## config.mk

```make
export PLATFORM = sky130hd
export DESIGN_NAME = switch_bounce_emulator
export DESIGN_NICKNAME = d
export VERILOG_FILES = /design/src/rtl/bounce_emu_pkg.sv /design/src/rtl/lfsr_prng.sv /design/src/rtl/switch_bounce_emulator.sv
export SDC_FILE = /design/constraint.sdc
export NUM_CORES = 1
export LEC_CHECK = 0
export CAP_MARGIN = 10
export CORE_MARGIN = 2
export CORE_UTILIZATION = 40
export DETAILED_ROUTE_END_ITERATION = 16
export DONT_BUFFER_PORTS = 1
export SLEW_MARGIN = 15
export SYNTH_ARGS = -nofsm -noshare
export SYNTH_HDL_FRONTEND = slang
export SYNTH_SLANG_ARGS = --single-unit
```

## constraint.sdc

```tcl
create_clock -name clk -period 1.6 [get_ports clk]
set_input_delay 0.24 -clock clk [delete_from_list [all_inputs] [get_ports clk]]
set_output_delay 0.24 -clock clk [all_outputs]
set_load 0.01 [all_outputs]
```

## src/rtl/bounce_emu_pkg.sv

```systemverilog
// Shared types and constants for the switch bounce emulator and related stimulus blocks.
package bounce_emu_pkg;

   typedef enum logic {
      IDLE   = 1'b0,
      BOUNCE = 1'b1
   } bounce_state_t;

   localparam int unsigned        LFSR_W       = 16;
   localparam logic [LFSR_W-1:0]  LFSR_TAPS    = 16'hB400;
   localparam logic [LFSR_W-1:0]  DEFAULT_SEED = 16'hACE1;

endpackage

```

## src/rtl/lfsr_prng.sv

```systemverilog
// Free-running 16-bit Fibonacci LFSR (x^16+x^14+x^13+x^11+1); a zero seed is replaced by 1.
module lfsr_prng
   import bounce_emu_pkg::*;
(
   input  logic              clk,
   input  logic              reset,
   input  logic [LFSR_W-1:0] seed,
   output logic [LFSR_W-1:0] state
);

   logic [LFSR_W-1:0] lfsr_q;
   logic [LFSR_W-1:0] lfsr_d;
   logic [LFSR_W-1:0] seed_safe;

   assign seed_safe = (seed == '0) ? LFSR_W'(1) : seed;
   assign lfsr_d    = {lfsr_q[LFSR_W-2:0], ^(lfsr_q & LFSR_TAPS)};

   always_ff @(posedge clk or negedge reset) begin
      if (!reset) begin
         lfsr_q <= seed_safe;
      end else begin
         lfsr_q <= lfsr_d;
      end
   end

   assign state = lfsr_q;

endmodule

```

## src/rtl/switch_bounce_emulator.sv

```systemverilog
// Turns a clean switch level into a bouncing waveform: immediate first edge,
// pseudo-random glitches for 2^N cycles after the last change, then a clean settle.
module switch_bounce_emulator
   import bounce_emu_pkg::*;
#(
   parameter int unsigned       N        = 3,
   parameter int unsigned       GLITCH_W = 2,
   parameter logic [LFSR_W-1:0] SEED     = DEFAULT_SEED
) (
   input  logic clk,
   input  logic reset,
   input  logic en,
   input  logic sw_clean,
   output logic sw_bouncy,
   output logic bouncing,
   output logic settle_tick
);

   localparam int unsigned GL_W     = GLITCH_W + 1;
   localparam logic [N-1:0] WIN_LOAD = '1;

   bounce_state_t     state_q, state_d;
   logic              level_q, level_d;
   logic              bouncy_q, bouncy_d;
   logic              settle_q, settle_d;
   logic [N-1:0]      win_q, win_d;
   logic [GL_W-1:0]   gl_q, gl_d;
   logic [LFSR_W-1:0] lfsr;
   logic [GL_W-1:0]   g;
   logic              chg;
   logic              win_last;
   logic              gl_last;
   logic              unused_lfsr_hi;

   lfsr_prng u_lfsr (
      .clk   (clk),
      .reset (reset),
      .seed  (SEED),
      .state (lfsr)
   );

   assign g              = GL_W'(lfsr[GLITCH_W-1:0]) + GL_W'(1);
   assign unused_lfsr_hi = ^lfsr[LFSR_W-1:GLITCH_W];
   assign chg            = (sw_clean != level_q);
   assign win_last       = (win_q == N'(1));
   assign gl_last        = (gl_q == GL_W'(1));

   always_ff @(posedge clk or negedge reset) begin
      if (!reset) begin
         state_q  <= IDLE;
         level_q  <= 1'b0;
         bouncy_q <= 1'b0;
         settle_q <= 1'b0;
         win_q    <= '0;
         gl_q     <= '0;
      end else begin
         state_q  <= state_d;
         level_q  <= level_d;
         bouncy_q <= bouncy_d;
         settle_q <= settle_d;
         win_q    <= win_d;
         gl_q     <= gl_d;
      end
   end

   always_comb begin
      state_d  = state_q;
      level_d  = level_q;
      bouncy_d = bouncy_q;
      settle_d = 1'b0;
      win_d    = win_q;
      gl_d     = gl_q;

      if (!en) begin
         state_d  = IDLE;
         level_d  = sw_clean;
         bouncy_d = sw_clean;
         win_d    = '0;
         gl_d     = '0;
      end else begin
         case (state_q)
            IDLE: begin
               if (chg) begin
                  level_d  = sw_clean;
                  bouncy_d = sw_clean;
                  win_d    = WIN_LOAD;
                  gl_d     = g;
                  state_d  = BOUNCE;
               end
            end
            BOUNCE: begin
               win_d = win_q - N'(1);
               gl_d  = gl_q - GL_W'(1);
               if (gl_last) begin
                  bouncy_d = ~bouncy_q;
                  gl_d     = g;
               end
               // A new edge restarts the window and outranks the settle on the last cycle.
               if (chg) begin
                  level_d = sw_clean;
                  win_d   = WIN_LOAD;
               end else if (win_last) begin
                  bouncy_d = level_q;
                  state_d  = IDLE;
                  settle_d = 1'b1;
                  win_d    = '0;
                  gl_d     = '0;
               end
            end
            default: state_d = IDLE;
         endcase
      end
   end

   assign sw_bouncy   = bouncy_q;
   assign bouncing    = (state_q == BOUNCE);
   assign settle_tick = settle_q;

endmodule
```

[Word level (Yosys, flattened, before mapping)]
Index checks and enable logic that the tools add are counted.
Storage, ports and cells
  flip-flop bits (word level): 26
  input bits: 4
  output and inout port bits: 3
  logic and storage cells: 45
Operators by class
  add/subtract/negate cells: 3
  equality and inequality tests: 5
  multiplexer cells: 27
  bitwise logic cells: 2
  reduce and logical (&&, ||, !) cells: 1
Operators with widths (number)
  $mux 3: 9
  $reduce_xor 16->1: 1
  $mux 1: 14
  $pmux 3 s2: 2
  $eq 3x1->1 const B: 2
  $sub 3x1->3 const B: 2
  $pmux 1 s2: 2
  $add 2x1->3 const B: 1
  $ne 3x3->1 const B: 1
  $ne 2x1->1 const B: 1
  $not 1->1: 2
  $ne 1x1->1: 1

[Longest topological paths before layout]
Gate-level depths: netlist of run 1.
  depth after elaboration: 6
  gate-level depth with buffers: 6
  depth with buffers taken out: 6

[Worst setup path after synthesis of run 1]
Ideal clock, no wire load.
  path kind: register to register
  from: register gl_q[1]
  to: register bouncy_q (netlist: sw_bouncy)
  library setup time: 0.128 ns
  data arrival time: 1.279 ns
  required time: 1.472 ns
  slack: 0.194 ns
  cell stages (with the launch flop): 7
  path buffers: 0
  clock period less this slack: 1.406 ns
  cell sequence: dfrtp_1 inv_1 ha_1 nor2b_1 xnor2_1 nor2_1 o311a_2
On the way
  cells in the longest elaborated chain, start to end: 6
Ends and longest elaborated chain
  start, declared: line switch_bounce_emulator.sv:27  | logic [GL_W-1:0] gl_q, gl_d;
  start signal, assigned: line switch_bounce_emulator.sv:62  | gl_q <= gl_d;
  $eq 3x1->1 *: line switch_bounce_emulator.sv:46  | assign gl_last = (gl_q == GL_W'(1));
  $mux 1 *: line switch_bounce_emulator.sv:94  | if (gl_last) begin
  $mux 1: line switch_bounce_emulator.sv:102  | end else if (win_last) begin
  $mux 1 *: line switch_bounce_emulator.sv:99  | if (chg) begin
  $pmux 1 s2 *: line switch_bounce_emulator.sv:81  | case (state_q)
  $mux 1 *: line switch_bounce_emulator.sv:74  | if (!en) begin
  end signal, assigned: line switch_bounce_emulator.sv:59  | bouncy_q <= bouncy_d;
  end, declared: line switch_bounce_emulator.sv:24  | logic bouncy_q, bouncy_d;
Mark *: on every way between the ends. The rest lies on a longest branch, timed or not.
A chain may end at the register's enable or synchronous reset.

[Worst setup path after layout of run 1]
Same ends and word-level chain as after synthesis.

==> results of run 1 <==
cell families after synthesis:
kind of cell	Yosys count	share of synthesized area [%]
AND/OR/NAND/NOR	21	10.4
XOR/XNOR	5	4.85
buffers and inverters	8	3.43
multiplexers	1	0.946
AO/OA/AOI/OAI	17	12.1
flip-flops	26	62.4
adder cells (fa/ha/maj)	5	5.91
path summary, 6_finish.rpt:
kind / start / endpoint / slack (ps)
setup / recovery: gl_q[1] / sw_bouncy / 120
hold / removal: en / win_q[1] / 20
setup reg to reg: gl_q[1] / sw_bouncy / 120
hold reg to reg: u_lfsr.state[8] / u_lfsr.state[9] / 350
max in group asynchronous: reset / u_lfsr.state[6] / 1050
min in group asynchronous: reset / u_lfsr.state[9] / 320
sequential cells by signal, indices dropped and copies added (netlist names):
name and count:
bouncing 1, gl_q 3, level_q 1, settle_tick 1, sw_bouncy 1, u_lfsr.state 16
win_q 3
final cells by class:
type	instances	area, sq um
Clock inverter	1	30.0
Clock buffer	3	22.5
Timing Repair Buffer	5	57.6
Sequential cell	26	661
Multi-Input combinational cell	49	362
Fill cell	226	1310
Inverter	6	22.5
Tap cell	30	37.5
per-layer routing:
layer	vias to the layer above	part of all wire (%)	global-route usage (%)
li1	295	-	-
met1	304	50	16.0
met2	11	45	15.6
met3	0	4.7	5.15
met4	0	0	3.14
met5	-	0	0
through the flow:
step / std cells / power (W)
4_1_cts: 119 / 0.00134
3_5_place_dp: 112 / 0.000865
3_3_place_gp: 112 / 0.000862
5_1_grt: 120 / 0.00140
2_1_floorplan: 83 / 0.000842
6_report: 120 / 0.00132
critical path: cells and delay by family (launching register included):
kind,cells,cell delay [ps]
buffers and inverters,1,70
AOI/OAI and AO/OA,1,320
and+or+nand+nor,2,260
DFF,1,400
adders and majority gates,1,180
xor gates and xnor gates,1,160
placed cells by master (no fill, tap or decap), drive strengths merged, types with 4 or more instances in the layout:
master and instances:
a21oi 4, dfrtp 18, dfstp 8, ha 5, inv 6, nand2 4, nor2 6, nor2b 5
report_power, final:
group	switching (W)	internal, W
logic	0.0000830	0.0000811
clock network	0.000192	0.000253
registers	0.0000311	0.000682
repair_timing:
item / 4_1_cts / 5_1_grt
endpoints found under the setup margin: 0 / 0
endpoints found under the hold margin: 27 / 1
hold buffers: 3 / 1
==> summary.txt, run 1 <==
Detailed routing
  – ANT nets after route: 0
  – DRT Wirelength: 1520 um
  – Vias after detailed routing: 610
  – Drt wl/cell: 12.6 um
  – First-pass DRT Iterations: 4
  – DRC violations left: 0
  – DRT iter0 DRCs: 23
  – Drt via density: 5.08

Clocking
  – Sink Count: 26
  – # Post-CTS Setup Buffers: 0
  – Number of buffers created by CTS: 3
  – Root Driver: clkbuf_4
  – H-tree depth: 1
  – Clock-pin slew on the worst setup and hold paths: 140 ps
  – # resized after CTS: 0
  – CTS tree: done
  – CTS max path bufs: 2
  – Clk_lat worst skew: 320 ps

Worst setup path
  – Crit-path max cell delay: 400 ps
  – Data arrival time of the critical path: 1700 ps
  – Critical-path cell list: inv_1 -> ha_1 -> nor2b_1 -> xnor2_1 -> nor2_1 -> o311a_2
  – CP max FO: 3
  – Cells on worst reg2reg path: 6
  – Critical path's slowest cell: dfrtp_1
  – Setup crit end kind: flop
  – Type of the worst setup path: flop to flop
  – Required time of the critical path: 1830 ps
  – Worst setup SP type: flop

STA
  – RSZ-0062 raised after global routing: no
  – Tmin final: 1480 ps
  – # setup viols final: 0
  – FMAX: 677 MHz
  – Worst Skew: 8.81 ps
  – Final Cycle Share: 92.3%
  – Fin Hold WS: 24.2 ps
  – Slew Limit Headroom: 74.1%
  – Final hold violations: 0
  – Worst-Margin Slew: 387 ps
  – Max-slew violations: 0
  – Fin Setup TNS: 0 ps
  – Final worst setup slack: 123 ps

Flow run
  – Max-cap violations: 0

Synth
  – Cell variety after synth: 29
  – Most frequent cells after synthesis: 18 x dfrtp_1, 8 x dfstp_2, 6 x inv_1, 6 x nor2_1, 5 x ha_1
  – Syn Nets: 92
  – Sequential element share of the synthesized area: 62.4%
  – Synth warnings: 0
  – Top-area cell type share of the netlist area: 42.6%
  – Cell taking the most area after synthesis: dfrtp_1
  – Top cells by area, synth: dfrtp_1 43%, dfstp_2 20%, ha_1 5.9%
  – Main flop type after synthesis: dfrtp_1
  – Number of synthesized flops with an enable pin: 0
  – Syn Area/Cell: 12.8 sq um
  – Flops & latches, synth: 26
  – Most frequent cell after synthesis: dfrtp_1
  – Fraction of synthesis flops using an asynchronous set or reset pin: 100%
  – Cells after Synth: 83
  – Mapped Area: 1060 sq um

GRT
  – Largest net degree at the start of global routing: 27
  – Vias in the first global route: 581
  – First-pass GRT wire length: 2710 um
  – GRT Total Usage: 11.3%
  – Grt ovf: 0
  – Initial antenna violation count: 0

Placement
  – Dpl hpwl: 991 um
  – Setup Slack @ Placement: 131 ps
  – DP Area: 1090 sq um
  – Input/output buffers: 0
  – Gpl congestion: 0.661

Power and ir drop
  – Peak supply drop: 0.608 mV
  – PwrDens: 1110 nW/um^2
  – Lkg Pwr: 0.545 nW

Cells and area
  – Fin util: 47.7%
  – Final Cell Area: 1190 sq um
  – Nets: 100
  – Ant diodes: 0
  – Area Growth Syn to Fin: 12.6%
  – Layout cells sized above 1: 22.2%

Floorplanning
  – Number of I/O pins: 7
  – Starting Density: 42.3%
  – Die footprint: 3070 sq um
  – Die H: 55.4 um
  – Core area: 2500 sq um
  – Die Wd: 55.4 um
  – Rows: 18

Hold path
  – Hold path depth: 1
  – Tightest Hold Check Type: primary input to flop

Run status
  – Outcome: complete, no violations
Note: power is estimated with default switching activity, not from simulation.
==> run 2: changes to the inputs <==
--- a/config.mk
+++ b/config.mk
@@ -8,9 +8,11 @@
 export CAP_MARGIN = 10
 export CORE_MARGIN = 2
 export CORE_UTILIZATION = 40
+export CTS_CLUSTER_DIAMETER = 100
 export DETAILED_ROUTE_END_ITERATION = 16
 export DONT_BUFFER_PORTS = 1
 export SLEW_MARGIN = 15
 export SYNTH_ARGS = -nofsm -noshare
 export SYNTH_HDL_FRONTEND = slang
 export SYNTH_SLANG_ARGS = --single-unit
+export TNS_END_PERCENT = 1
==> constraint.sdc (replaced) <==
create_clock -name clk -period 1.3 [get_ports clk]
set_input_delay 0.195 -clock clk [delete_from_list [all_inputs] [get_ports clk]]
set_output_delay 0.195 -clock clk [all_outputs]
set_load 0.01 [all_outputs]
==> summary.txt, run 2 (same netlist as run 1, synthesis figures left out) <==
STA
  – # setup viols final: 4 (+4)
  – Final Cycle Share: 108% (+15 points)
  – FMAX: 715 MHz (+5.6%)
  – Final hold violations: 0 (unchanged)
  – Worst Skew: 10.2 ps (+1.43 ps)
  – Worst-Margin Slew: 379 ps (-8.19 ps)
  – RSZ-0062 raised after global routing: yes
  – Final worst setup slack: -98.0 ps (-221 ps)
  – Max-slew violations: 0 (unchanged)
  – Tmin final: 1400 ps (-78.8 ps)
  – Slew Limit Headroom: 74.7% (+0.55 points)

Cells and area
  – Ant diodes: 0 (unchanged)
  – Largest register FFs: 16 (unchanged)
  – Multi-input gate area: 434 sq um (+20%)
  – Fin util: 53.3% (+5.6 points)
  – Nets: 108 (+8.0%)
  – Commonest non-fill, non-tap cell in the layout: dfrtp_1
  – Sequential Area: 663 sq um (+0.38%)
  – Fillers: 193 (-15%)
  – Layout cells sized above 1: 41.8% (+20 points)
  – Area Growth Syn to Fin: 25.8%
  – Commonest cells after routing, fill and taps aside: 16 x dfrtp_1, 8 x buf_4, 8 x dfstp_2

Floorplanning
  – Die H: 55.4 um (unchanged)
  – Starting Density: 42.3% (unchanged)
  – Die footprint: 3070 sq um (unchanged)
  – Die Wd: 55.4 um (unchanged)
  – Core area: 2500 sq um (unchanged)
  – Number of I/O pins: 7 (unchanged)
  – Rows: 18 (unchanged)

Detailed routing
  – ANT nets after route: 0 (unchanged)
  – First-pass DRT Iterations: 4 (unchanged)
  – DRC violations left: 0 (unchanged)
  – DRT iter0 DRCs: 9 (-61%)
  – Drt wl/cell: 14.0 um (+11%)
  – DRT Wirelength: 1800 um (+19%)
  – Drt via density: 4.90 (-3.6%)
  – Vias after detailed routing: 627 (+2.8%)

Run status
  – Outcome: complete, but fails checks
  – Failing checks: setup timing

Power and ir drop
  – PwrDens: 1310 nW/um^2 (+18%)
  – Lkg Pwr: 0.600 nW (+10%)
  – Peak supply drop: 0.798 mV (+31%)

Clocking
  – H-tree depth: 1 (unchanged)
  – Clk_lat worst skew: 320 ps (about the same)
  – Sink Count: 26 (unchanged)
  – Clock-pin slew on the worst setup and hold paths: 140 ps (about the same)
  – Number of buffers created by CTS: 3 (unchanged)
  – Root Driver: clkbuf_4
  – CTS tree: done
  – CTS max path bufs: 2 (unchanged)

Worst setup path
  – Reg-to-reg startpoint: gl_q[1]
  – Crit-path max cell delay: 410 ps (about the same)
  – Type of the worst setup path: flop to flop
  – Setup crit end kind: flop
  – Cells on worst reg2reg path: 6 (unchanged)
  – Worst setup SP type: flop
  – Worst Path Buf+Inv: 1 (unchanged)
  – Family with the most delay on the worst path: flip-flops
  – Required time of the critical path: 1530 ps (-300 ps)
  – CP max FO: 3 (unchanged)
  – Critical path's slowest cell: dfrtp_1
  – Critical-path cell list: inv_2 -> ha_4 -> nor2b_4 -> xnor2_2 -> nor2_2 -> o311a_4
  – Data arrival time of the critical path: 1630 ps (-70 ps)
  – RR Endpoint: sw_bouncy
  – Register-to-Register Setup Slack: -100 ps (-220 ps)

Flow run
  – Max-cap violations: 0 (unchanged)

Hold path
  – Hold path endpoint: sw_bouncy
  – Tightest Hold Check Type: primary input to flop
  – Hold path depth: 1 (unchanged)
  – Worst Hold Launch: sw_clean

GRT
  – Initial antenna violation count: 0 (unchanged)
  – Vias in the first global route: 675 (+16%)
  – GRT Total Usage: 13.3% (+2.0 points)
  – Grt ovf: 0 (unchanged)
  – Largest net degree at the start of global routing: 27 (unchanged)
  – First-pass GRT wire length: 3160 um (+17%)

Placement
  – Input/output buffers: 0 (unchanged)
  – Dpl hpwl: 1120 um (+13%)
  – Setup Slack @ Placement: -131 ps (-261 ps)
  – Gpl congestion: 0.742 (+12%)
==> run 2: cell count changes in the layout (fill, tap and decap cells not counted), sizes merged <==
cell	previous run	this run
buf	2	10
==> run 2: layout make-up <==
class,instances,share of cell area [%]
clock buffers,3,1.69
clock inverters,1,2.26
inverters,6,1.69
multi-input cells,49,32.6
flip-flops and latches,26,49.8
well taps,30,2.82
repair buffers,13,9.12
==> run 2: worst register-to-register path, delay by kind of cell, from the launching register on <==
kind | cells | cell delay (ps)
XOR/XNOR | 1 | 140
AO/OA/AOI/OAI | 1 | 290
AND/OR/NAND/NOR | 2 | 220
buffers and inverters | 1 | 90
flip-flops | 1 | 410
adder cells (fa/ha/maj) | 1 | 140
==> run 2: worst max path at each step <==
stage / endpoint / slack (ps) / depth (start not counted) / from
6_report: sw_bouncy / -100 / 6 / gl_q[1]
5_1_grt: gl_q[2] / -170 / 6 / gl_q[0]
4_1_cts: sw_bouncy / -100 / 5 / gl_q[0]
3_5_place_dp: sw_bouncy / -130 / 6 / gl_q[1]
3_3_place_gp: sw_bouncy / -90 / 6 / gl_q[1]
2_1_floorplan: sw_bouncy / -60 / 6 / gl_q[1]
==> run 2: per-stage QoR <==
step	setup TNS [ps]	area [sq um]	instances	total power, W	hold slack [ps]
final	-239	1330	128	0.00174	57.5
after global routing	-545	1330	128	0.00184	31.3
after CTS	-362	1280	128	0.00172	33.5
after detailed placement	-264	1150	119	0.00111	-99.8
after global placement	-210	1150	119	0.00110	-99.8
after floorplan	-61.8	1070	83	0.00104	-101
==> run 2: power breakdown <==
group	total [W]	internal, W	switching (W)	leakage [nW]
Combinational	0.000305	0.000171	0.000134	0.253
Sequential	0.000891	0.000841	0.0000500	0.319
Clock	0.000549	0.000312	0.000237	0.0279
==> run 2: routing by layer <==
metal	GRT usage (%)	vias up	part of all wire, %
met5	0	-	0
met4	4.88	0	1.6
met3	5.62	4	5.5
met2	18.9	19	44
met1	18.1	295	49
li1	-	309	-
==> run 2: what timing repair did <==
| item | 4_1_cts | 5_1_grt |
|---|---|---|
| hold endpoints to repair | 30 | 0 |
| setup buffers | 1 | 0 |
| resized for setup | 3 | 13 |
| pin swaps | 4 | 6 |
| endpoints found under the setup margin | 5 | 9 |
| hold buffers | 4 | 0 |
